File: src/rtl/regfile_access_seq_pkg.sv
// Shared definitions for the register-file access sequencer: state encoding,
// request opcodes and parameter defaults.
package regfile_access_seq_pkg;

    localparam int DATA_W_DEF   = 16;
    localparam int ADDR_W_DEF   = 3;
    localparam int PARK_REG_DEF = 0;
    localparam int CNT_W_DEF    = 8;

    // Value of req_write selecting the request kind.
    localparam logic OP_READ  = 1'b0;
    localparam logic OP_WRITE = 1'b1;

    // Sequencer states. Encoding is fixed so checkers can decode the debug port.
    typedef enum logic [2:0] {
        ST_IDLE    = 3'd0,
        ST_RD_ADDR = 3'd1,
        ST_RD_CAP  = 3'd2,
        ST_RSP     = 3'd3,
        ST_WR      = 3'd4
    } state_t;

endpackage

File: src/rtl/regfile_access_seq.sv
// Initiator side of the register-file interface. Takes one read-pair or write
// request at a time, sequences it onto the register file ports and returns read
// data. The register file writes every clock, so the write port is parked on a
// sink register (hardwired zero) whenever no write is in flight.
//
// Handshakes: a transfer happens on a rising clk edge where valid and ready are
// both high. The producer holds valid and payload stable until that edge; ready
// may be high with valid low and is then ignored. Here req_ready is high only in
// IDLE, and rsp_valid with its data stays stable until rsp_ready is seen.
module regfile_access_seq
    import regfile_access_seq_pkg::*;
#(
    parameter int DATA_W   = DATA_W_DEF,
    parameter int ADDR_W   = ADDR_W_DEF,
    parameter int PARK_REG = PARK_REG_DEF,
    parameter int CNT_W    = CNT_W_DEF
) (
    input  logic              clk,
    input  logic              reset,
    // request channel
    input  logic              req_valid,
    output logic              req_ready,
    input  logic              req_write,
    input  logic [ADDR_W-1:0] req_ra1,
    input  logic [ADDR_W-1:0] req_ra2,
    input  logic [ADDR_W-1:0] req_wa,
    input  logic [DATA_W-1:0] req_wd,
    // response channel
    output logic              rsp_valid,
    input  logic              rsp_ready,
    output logic [DATA_W-1:0] rsp_rd1,
    output logic [DATA_W-1:0] rsp_rd2,
    // register file ports
    output logic [ADDR_W-1:0] rf_read_reg1,
    output logic [ADDR_W-1:0] rf_read_reg2,
    output logic [ADDR_W-1:0] rf_write_reg,
    output logic [DATA_W-1:0] rf_write_data,
    input  logic [DATA_W-1:0] rf_read_data1,
    input  logic [DATA_W-1:0] rf_read_data2,
    // statistics and debug
    output logic [CNT_W-1:0]  rd_count,
    output logic [CNT_W-1:0]  wr_count,
    output state_t            dbg_state
);

    localparam logic [ADDR_W-1:0] LP_PARK = ADDR_W'(PARK_REG);

    state_t              r_state;
    logic                r_req_ready;
    logic                r_rsp_valid;
    logic [DATA_W-1:0]   r_rsp_rd1;
    logic [DATA_W-1:0]   r_rsp_rd2;
    logic [ADDR_W-1:0]   r_rd_reg1;
    logic [ADDR_W-1:0]   r_rd_reg2;
    logic [ADDR_W-1:0]   r_wr_reg;
    logic [DATA_W-1:0]   r_wr_data;
    logic [CNT_W-1:0]    r_rd_count;
    logic [CNT_W-1:0]    r_wr_count;

    // Sequencer FSM with all outputs registered; the request payload is latched
    // straight into the register-file port registers at the accept edge.
    always_ff @(posedge clk or posedge reset) begin
        if (reset) begin
            r_state     <= ST_IDLE;
            r_req_ready <= 1'b1;
            r_rsp_valid <= 1'b0;
            r_rsp_rd1   <= '0;
            r_rsp_rd2   <= '0;
            r_rd_reg1   <= '0;
            r_rd_reg2   <= '0;
            r_wr_reg    <= LP_PARK;
            r_wr_data   <= '0;
            r_rd_count  <= '0;
            r_wr_count  <= '0;
        end else begin
            unique case (r_state)
                ST_IDLE: begin
                    if (req_valid && r_req_ready) begin
                        r_req_ready <= 1'b0;
                        if (req_write == OP_WRITE) begin
                            // Write port leaves the park register for exactly the WR cycle.
                            r_wr_reg  <= req_wa;
                            r_wr_data <= req_wd;
                            r_state   <= ST_WR;
                        end else begin
                            r_rd_reg1 <= req_ra1;
                            r_rd_reg2 <= req_ra2;
                            r_state   <= ST_RD_ADDR;
                        end
                    end
                end
                ST_RD_ADDR: begin
                    // Addresses are on the register file; give its read path a cycle.
                    r_state <= ST_RD_CAP;
                end
                ST_RD_CAP: begin
                    r_rsp_rd1   <= rf_read_data1;
                    r_rsp_rd2   <= rf_read_data2;
                    r_rsp_valid <= 1'b1;
                    r_state     <= ST_RSP;
                end
                ST_RSP: begin
                    if (rsp_ready) begin
                        r_rsp_valid <= 1'b0;
                        r_rd_count  <= r_rd_count + CNT_W'(1);
                        r_req_ready <= 1'b1;
                        r_state     <= ST_IDLE;
                    end
                end
                ST_WR: begin
                    // The register file commits wa/wd on this edge; park again.
                    r_wr_reg    <= LP_PARK;
                    r_wr_data   <= '0;
                    r_wr_count  <= r_wr_count + CNT_W'(1);
                    r_req_ready <= 1'b1;
                    r_state     <= ST_IDLE;
                end
                default: begin
                    r_state     <= ST_IDLE;
                    r_req_ready <= 1'b1;
                    r_rsp_valid <= 1'b0;
                    r_wr_reg    <= LP_PARK;
                    r_wr_data   <= '0;
                end
            endcase
        end
    end

    assign req_ready     = r_req_ready;
    assign rsp_valid     = r_rsp_valid;
    assign rsp_rd1       = r_rsp_rd1;
    assign rsp_rd2       = r_rsp_rd2;
    assign rf_read_reg1  = r_rd_reg1;
    assign rf_read_reg2  = r_rd_reg2;
    assign rf_write_reg  = r_wr_reg;
    assign rf_write_data = r_wr_data;
    assign rd_count      = r_rd_count;
    assign wr_count      = r_wr_count;
    assign dbg_state     = r_state;

endmodule

File: config.mk
export PLATFORM = sky130hd
export DESIGN_NAME = regfile_access_seq
export DESIGN_NICKNAME = d
export VERILOG_FILES = /design/src/rtl/regfile_access_seq_pkg.sv /design/src/rtl/regfile_access_seq.sv
export SDC_FILE = /design/constraint.sdc
export NUM_CORES = 1
export LEC_CHECK = 0
export BUFFER_PORTS_ARGS = -buffer_cell sky130_fd_sc_hd__buf_2
export CORE_MARGIN = 1.5
export CORE_UTILIZATION = 30
export CTS_CLUSTER_SIZE = 10
export DETAILED_ROUTE_END_ITERATION = 10
export PLACE_DENSITY = 0.62
export SYNTH_ARGS = -nofsm -noshare
export SYNTH_HDL_FRONTEND = slang
export SYNTH_SLANG_ARGS = --single-unit
File: constraint.sdc
create_clock -name clk -period 7.7 [get_ports clk]
set_clock_uncertainty 0.15 [all_clocks]
set_input_delay 1.54 -clock clk [delete_from_list [all_inputs] [get_ports clk]]
set_output_delay 1.54 -clock clk [all_outputs]
set_load 0.02 [all_outputs]
==> impl_metrics.csv, run 1 <==
group,metric,value,unit
clocking,numCtsBuffers,9,
yosys,synthCells,209,
clocking,clock_path_buffers,2,
yosys,synth.top_cell.area_share,62.2,%
setup_path,path_delay_family,"flip-flops",
final_layout,drive_gt1_share,57.3,%
clocking,ctsResizeCount,0,
die,initial_core_util,31.3,%
yosys,ys_top_cells_by_area,"dfrtp_1 62%, mux2_2 12%, a22o_1 5.4%",
drt,routed_wl,6.52,mm
grt,grt_max_degree,79,
drt,drt_iter0_markers,68,
setup_path,required,6.01,ns
final_layout,post-route-util,41.7,%
setup_path,reg2reg_depth,3,
sta,fmax,339,MHz
yosys,ys_seq_area_share,63.0,%
clocking,cts-htree-levels,3,
setup_path,cp_cell_sequence,"buf_2",
worst_hold_path,hp-class,"reg2reg",
clocking,cts_tree,"yes",
drt,via_per_inst,4.50,
setup_path,regToRegStartpoint,"req_ready$_DFFE_PP1P_",
grt,grt_pass1_vias,2162,
setup_path,critPathArrivalTime,1.26,ns
outcome,status,"completed",
pwr,vdd_drop_max,0.139,mV
clocking,root_buffer,"clkbuf_8",
final_layout,diodes,0,
place,globalplace.congestion,0.695,
die,rows,36,
final_layout,final_area,4130,um^2
grt,antenna_found_initial,0,
final_layout,syn2layout_area_growth,33.2,%
clocking,clock_latency,0.34,ns
setup_path,startpoint_type,"register",
worst_hold_path,hold_depth,1,
final_layout,fillers,966,
die,die_area,10900,um^2
pwr,power.density,421,nW/um^2
worst_hold_path,min_to,"rd_count[7]$_DFFE_PP0P_",
drt,ant_nets,0,
yosys,netlist_top_cells_count,"77 x dfrtp_1, 33 x mux2_2, 19 x a22o_1",
die,ios,140,
sta,fin_crit_sh,38.3,%
yosys,synth_top_area_cell,"dfrtp_1",
yosys,synth-edff-count,0,
setup_path,cp-end-kind,"output port",
run,max-cap-violations,0,
die,core_area,9910,um^2
sta,worst_pin_slew,0.995,ns
place,place.port_buffers,139,
sta,tns,0,ns
yosys,async_flop_share,100,%
setup_path,r2r_slack,5.64,ns
die,die_width,105,um
drt,via_count,2193,
yosys,avgSynthCellArea,14.8,um^2
sta,drv_slew,0,
yosys,yosysMostFrequentCell,"dfrtp_1",
setup_path,crit_path_max_fanout,13,
sta,rsz0062_at_grt,"no",
setup_path,crit_type,"reg2out",
sta,setup_violations,0,
clocking,post_cts.repair.setup_buffers,0,
sta,min_period,2.95,ns
yosys,syn_nets,273,
setup_path,critPathBufInv,1,
yosys,synth_seq_cells,78,
grt,grt_pass1_wl,10.7,mm
clocking,clkTransAtPathRegs,0.07,ns
worst_hold_path,min_from,"rd_count[7]$_DFFE_PP0P_",
drt,drtPass1Iterations,2,
place,dp_hpwl,4.63,mm
pwr,static-leakage-power,0.00211,uW
setup_path,slowest_delay,0.66,ns
setup_path,slowest_stage,"dfrtp_1",
sta,fin_hold_ws,0.326,ns
die,die_height,105,um
sta,slew_headroom,33.6,%
drt,drc_errors,0,
place,dp.cells,472,
clocking,cts-hold-fix-buffers,0,
clocking,clock-sinks,78,
grt,grt_usage,12.4,%
final_layout,fin_cells,487,
yosys,yosysWarnings,0,
place,post_dp_cell_area,3920,um^2
yosys,yosys.cell_types.count,37,
yosys,syn-cell-area,3100,um^2
drt,wl_per_cell,13.4,um
yosys,yosys_most_used_dff,"dfrtp_1",
setup_path,reg2reg_to,"rf_read_reg1[0]$_DFFE_PP0P_",
sta,finalHoldViolCount,0,
grt,gr-total-overflow,0,
final_layout,fin_nets,414,
report_power, final:
| part | internal (uW) | switching [uW] |
|---|---|---|
| registers | 581 | 111 |
| clock network | 174 | 144 |
| logic | 323 | 405 |
| total | 1080 | 661 |
metrics by stage:
stage                     worst slack (ns)  total power [uW]
after floorplan                       4.02              1200
after global routing                  4.64              1850
after detailed placement              4.54              1440
final                                 4.75              1740
after CTS                             4.72              1770
after global placement                4.60              1420
routing by layer:
layer	vias to the layer above	part of all wire (%)	track usage [%]
met1	1055	43	14.8
met3	8	8.6	5.61
li1	1037	-	-
met4	0	1.3	4.99
met5	-	0	0
met2	93	47	19.6
placed cells by master, fill, tap and decap left out, types with 2 or more instances in the layout:
cell type,count
a21oi_1,2
a22o_1,19
and2_1,2
buf_2,139
buf_4,2
clkbuf_8,12
clkinv_2,2
dfrtp_1,77
ha_1,2
inv_1,3
mux2_2,33
mux2_4,6
nand2_1,5
nand3_1,7
nand4_1,2
nor2_1,4
nor3_1,2
o21ai_0,2
xnor2_1,8
xor2_1,6
cell families (layout without fill, tap and decap cells):
family                     count (synthesis)  in the layout  share of synthesized area [%]
AOI/OAI and AO/OA                         26             26                           7.15
xor gates and xnor gates                  14             14                           3.96
adders and majority gates                  2              2                          0.807
buffers and inverters                     15            160                           2.83
DFF                                       78             78                           63.0
muxes                                     41             41                           15.6
and+or+nand+nor                           33             33                           6.66
area by class of cell:
cell class,count,area [um^2],share of cell area [%]
Clock inverter,3,42.5,1.03
Tap cell,133,166,4.03
Sequential cell,78,1950,47.3
Multi-Input combinational cell,116,1070,26.0
Clock buffer,12,165,4.00
Timing Repair Buffer,141,711,17.2
Inverter,4,16.3,0.394
worst max path at each step:
stage,from,to,slack (ns),cells after the start
floorplan,reset,dbg_state[0]$_DFFE_PP0P_,4.02,1
global placement,req_valid,rf_write_reg[2]$_DFFE_PP0P_,4.60,4
detailed placement,req_valid,rf_write_reg[2]$_DFFE_PP0P_,4.54,4
CTS,dbg_state[1]$_DFFE_PP0P_,dbg_state[1],4.72,1
global route,dbg_state[1]$_DFFE_PP0P_,dbg_state[1],4.64,1
finish,dbg_state[1]$_DFFE_PP0P_,dbg_state[1],4.75,1
(Power assumes the default switching activity.)
==> run 2, diff against run 1 <==
PLACE_DENSITY = 0.64   (was 0.62)
clock period = 2.5 ns   (was 7.7 ns; I/O delays follow)
==> impl_metrics.csv, run 2 (same netlist as run 1, synthesis figures left out) <==
group,metric,value,unit
setup_path,critPathBufInv,0,
drt,wl_per_cell,13.5,um
outcome,status,"completed",
sta,setup_violations,0,
die,initial_core_util,31.3,%
die,die_height,105,um
sta,rsz0062_at_grt,"no",
clocking,cts_tree,"yes",
clocking,numCtsBuffers,9,
sta,worst_pin_slew,0.882,ns
worst_hold_path,hp-class,"in2async",
sta,fmax,494,MHz
setup_path,critPathArrivalTime,2.15,ns
clocking,post_cts.repair.setup_buffers,0,
setup_path,crit_path_max_fanout,19,
drt,via_per_inst,4.44,
drt,drt_iter0_markers,58,
grt,gr-total-overflow,0,
setup_path,r2r_slack,0.48,ns
drt,drtPass1Iterations,4,
final_layout,diodes,0,
die,ios,140,
setup_path,crit_type,"reg2reg",
final_layout,drive_gt1_share,57.1,%
setup_path,crit_start,"dbg_state[1]$_DFFE_PP0P_",
final_layout,fin_nets,416,
die,core_area,9910,um^2
grt,grt_pass1_vias,2227,
sta,fin_crit_sh,80.9,%
pwr,vdd_drop_max,0.534,mV
pwr,static-leakage-power,0.00213,uW
clocking,ctsResizeCount,0,
clocking,clock-sinks,78,
grt,antenna_found_initial,0,
setup_path,slowest_stage,"a41oi_2",
setup_path,cp_cell_sequence,"nor2_1 -> a41oi_2 -> a22o_1",
clocking,clkTransAtPathRegs,0.08,ns
sta,finalHoldViolCount,0,
die,die_width,105,um
setup_path,path_depth,3,
grt,grt_pass1_wl,10.8,mm
setup_path,reg2reg_depth,3,
sta,min_period,2.02,ns
drt,routed_wl,6.61,mm
setup_path,startpoint_type,"register",
final_layout,final_common_cell,"buf_2",
pwr,p_total,5410,uW
place,dp.cells,474,
pwr,power.density,1300,nW/um^2
setup_path,path_delay_family,"compound AO/OA/AOI/OAI gates",
place,globalplace.congestion,0.733,
setup_path,required,2.63,ns
final_layout,final_cell_mix,"139 x buf_2, 77 x dfrtp_1, 33 x mux2_2, 19 x a22o_1, 10 x clkbuf_8",
die,die_area,10900,um^2
clocking,clock_path_buffers,2,
clocking,clock_latency,0.35,ns
sta,tns,0,ns
setup_path,slowest_delay,0.77,ns
clocking,cts-htree-levels,3,
grt,grt_max_degree,35,
final_layout,post-route-util,42.0,%
setup_path,regToRegStartpoint,"dbg_state[1]$_DFFE_PP0P_",
place,dp_hpwl,4.82,mm
final_layout,syn2layout_area_growth,34.4,%
drt,ant_nets,0,
drt,drc_errors,0,
setup_path,reg2reg_to,"rf_write_reg[0]$_DFFE_PP0P_",
clocking,cts-hold-fix-buffers,0,
grt,grt_usage,12.5,%
sta,slew_headroom,41.2,%
run,max-cap-violations,0,
drt,via_count,2174,
final_layout,fin_cells,490,
sta,drv_slew,0,
clocking,root_buffer,"clkbuf_8",
setup_path,cp-end-kind,"register",
die,rows,36,
place,place.port_buffers,139,
run 2: changes by cell type in the layout (fill, tap and decap cells not counted), sizes merged:
| cell | before | now |
|---|---|---|
| bufinv | 1 | 2 |
| buf | 141 | 143 |
run 2: how the worst max path moves through the flow:
stage	slack (ns)	end
6_report	0.48	rf_write_reg[0]$_DFFE_PP0P_
5_1_grt	0.28	rf_write_reg[0]$_DFFE_PP0P_
4_1_cts	0.46	rf_write_reg[0]$_DFFE_PP0P_
3_5_place_dp	0.42	rf_read_reg2[2]$_DFFE_PP0P_
3_3_place_gp	0.47	rf_read_reg1[2]$_DFFE_PP0P_
2_1_floorplan	0.62	rf_read_reg1[0]$_DFFE_PP0P_
run 2: per-stage QoR:
step	instance area, um^2	hold slack [ns]	worst slack, ns
3_5_place_dp	3950	0.313	0.425
2_1_floorplan	3100	0.428	0.616
5_1_grt	4170	0.113	0.279
4_1_cts	4170	0.0890	0.460
6_report	4170	0.0824	0.477
3_3_place_gp	3950	0.311	0.471
run 2: final cells by class:
class | count | area (um^2)
fillers | 945 | 5740
multi-input cells | 116 | 1070
well taps | 133 | 166
repair buffers | 143 | 738
clock inverters | 4 | 70.1
flip-flops and latches | 78 | 1950
inverters | 4 | 18.8
clock buffers | 12 | 145
run 2: routing by layer:
layer  GRT usage, %  wire length [um]
met4           5.87               132
met1           16.0              3010
met5              0                 0
met2           19.6              3020
met3           3.49               449
run 2: power breakdown:
part	switching (uW)	leakage, uW	internal (uW)
Sequential	341	0.000965	1790
Combinational	1250	0.00106	999
Clock	443	0.000110	588
Total	2030	0.00213	3380
run 2: worst reg2reg max path: stages, from the launching register on:
cell and delay, ns:
dfrtp_1 0.63, nor2_1 0.12, a41oi_2 0.77, a22o_1 0.28
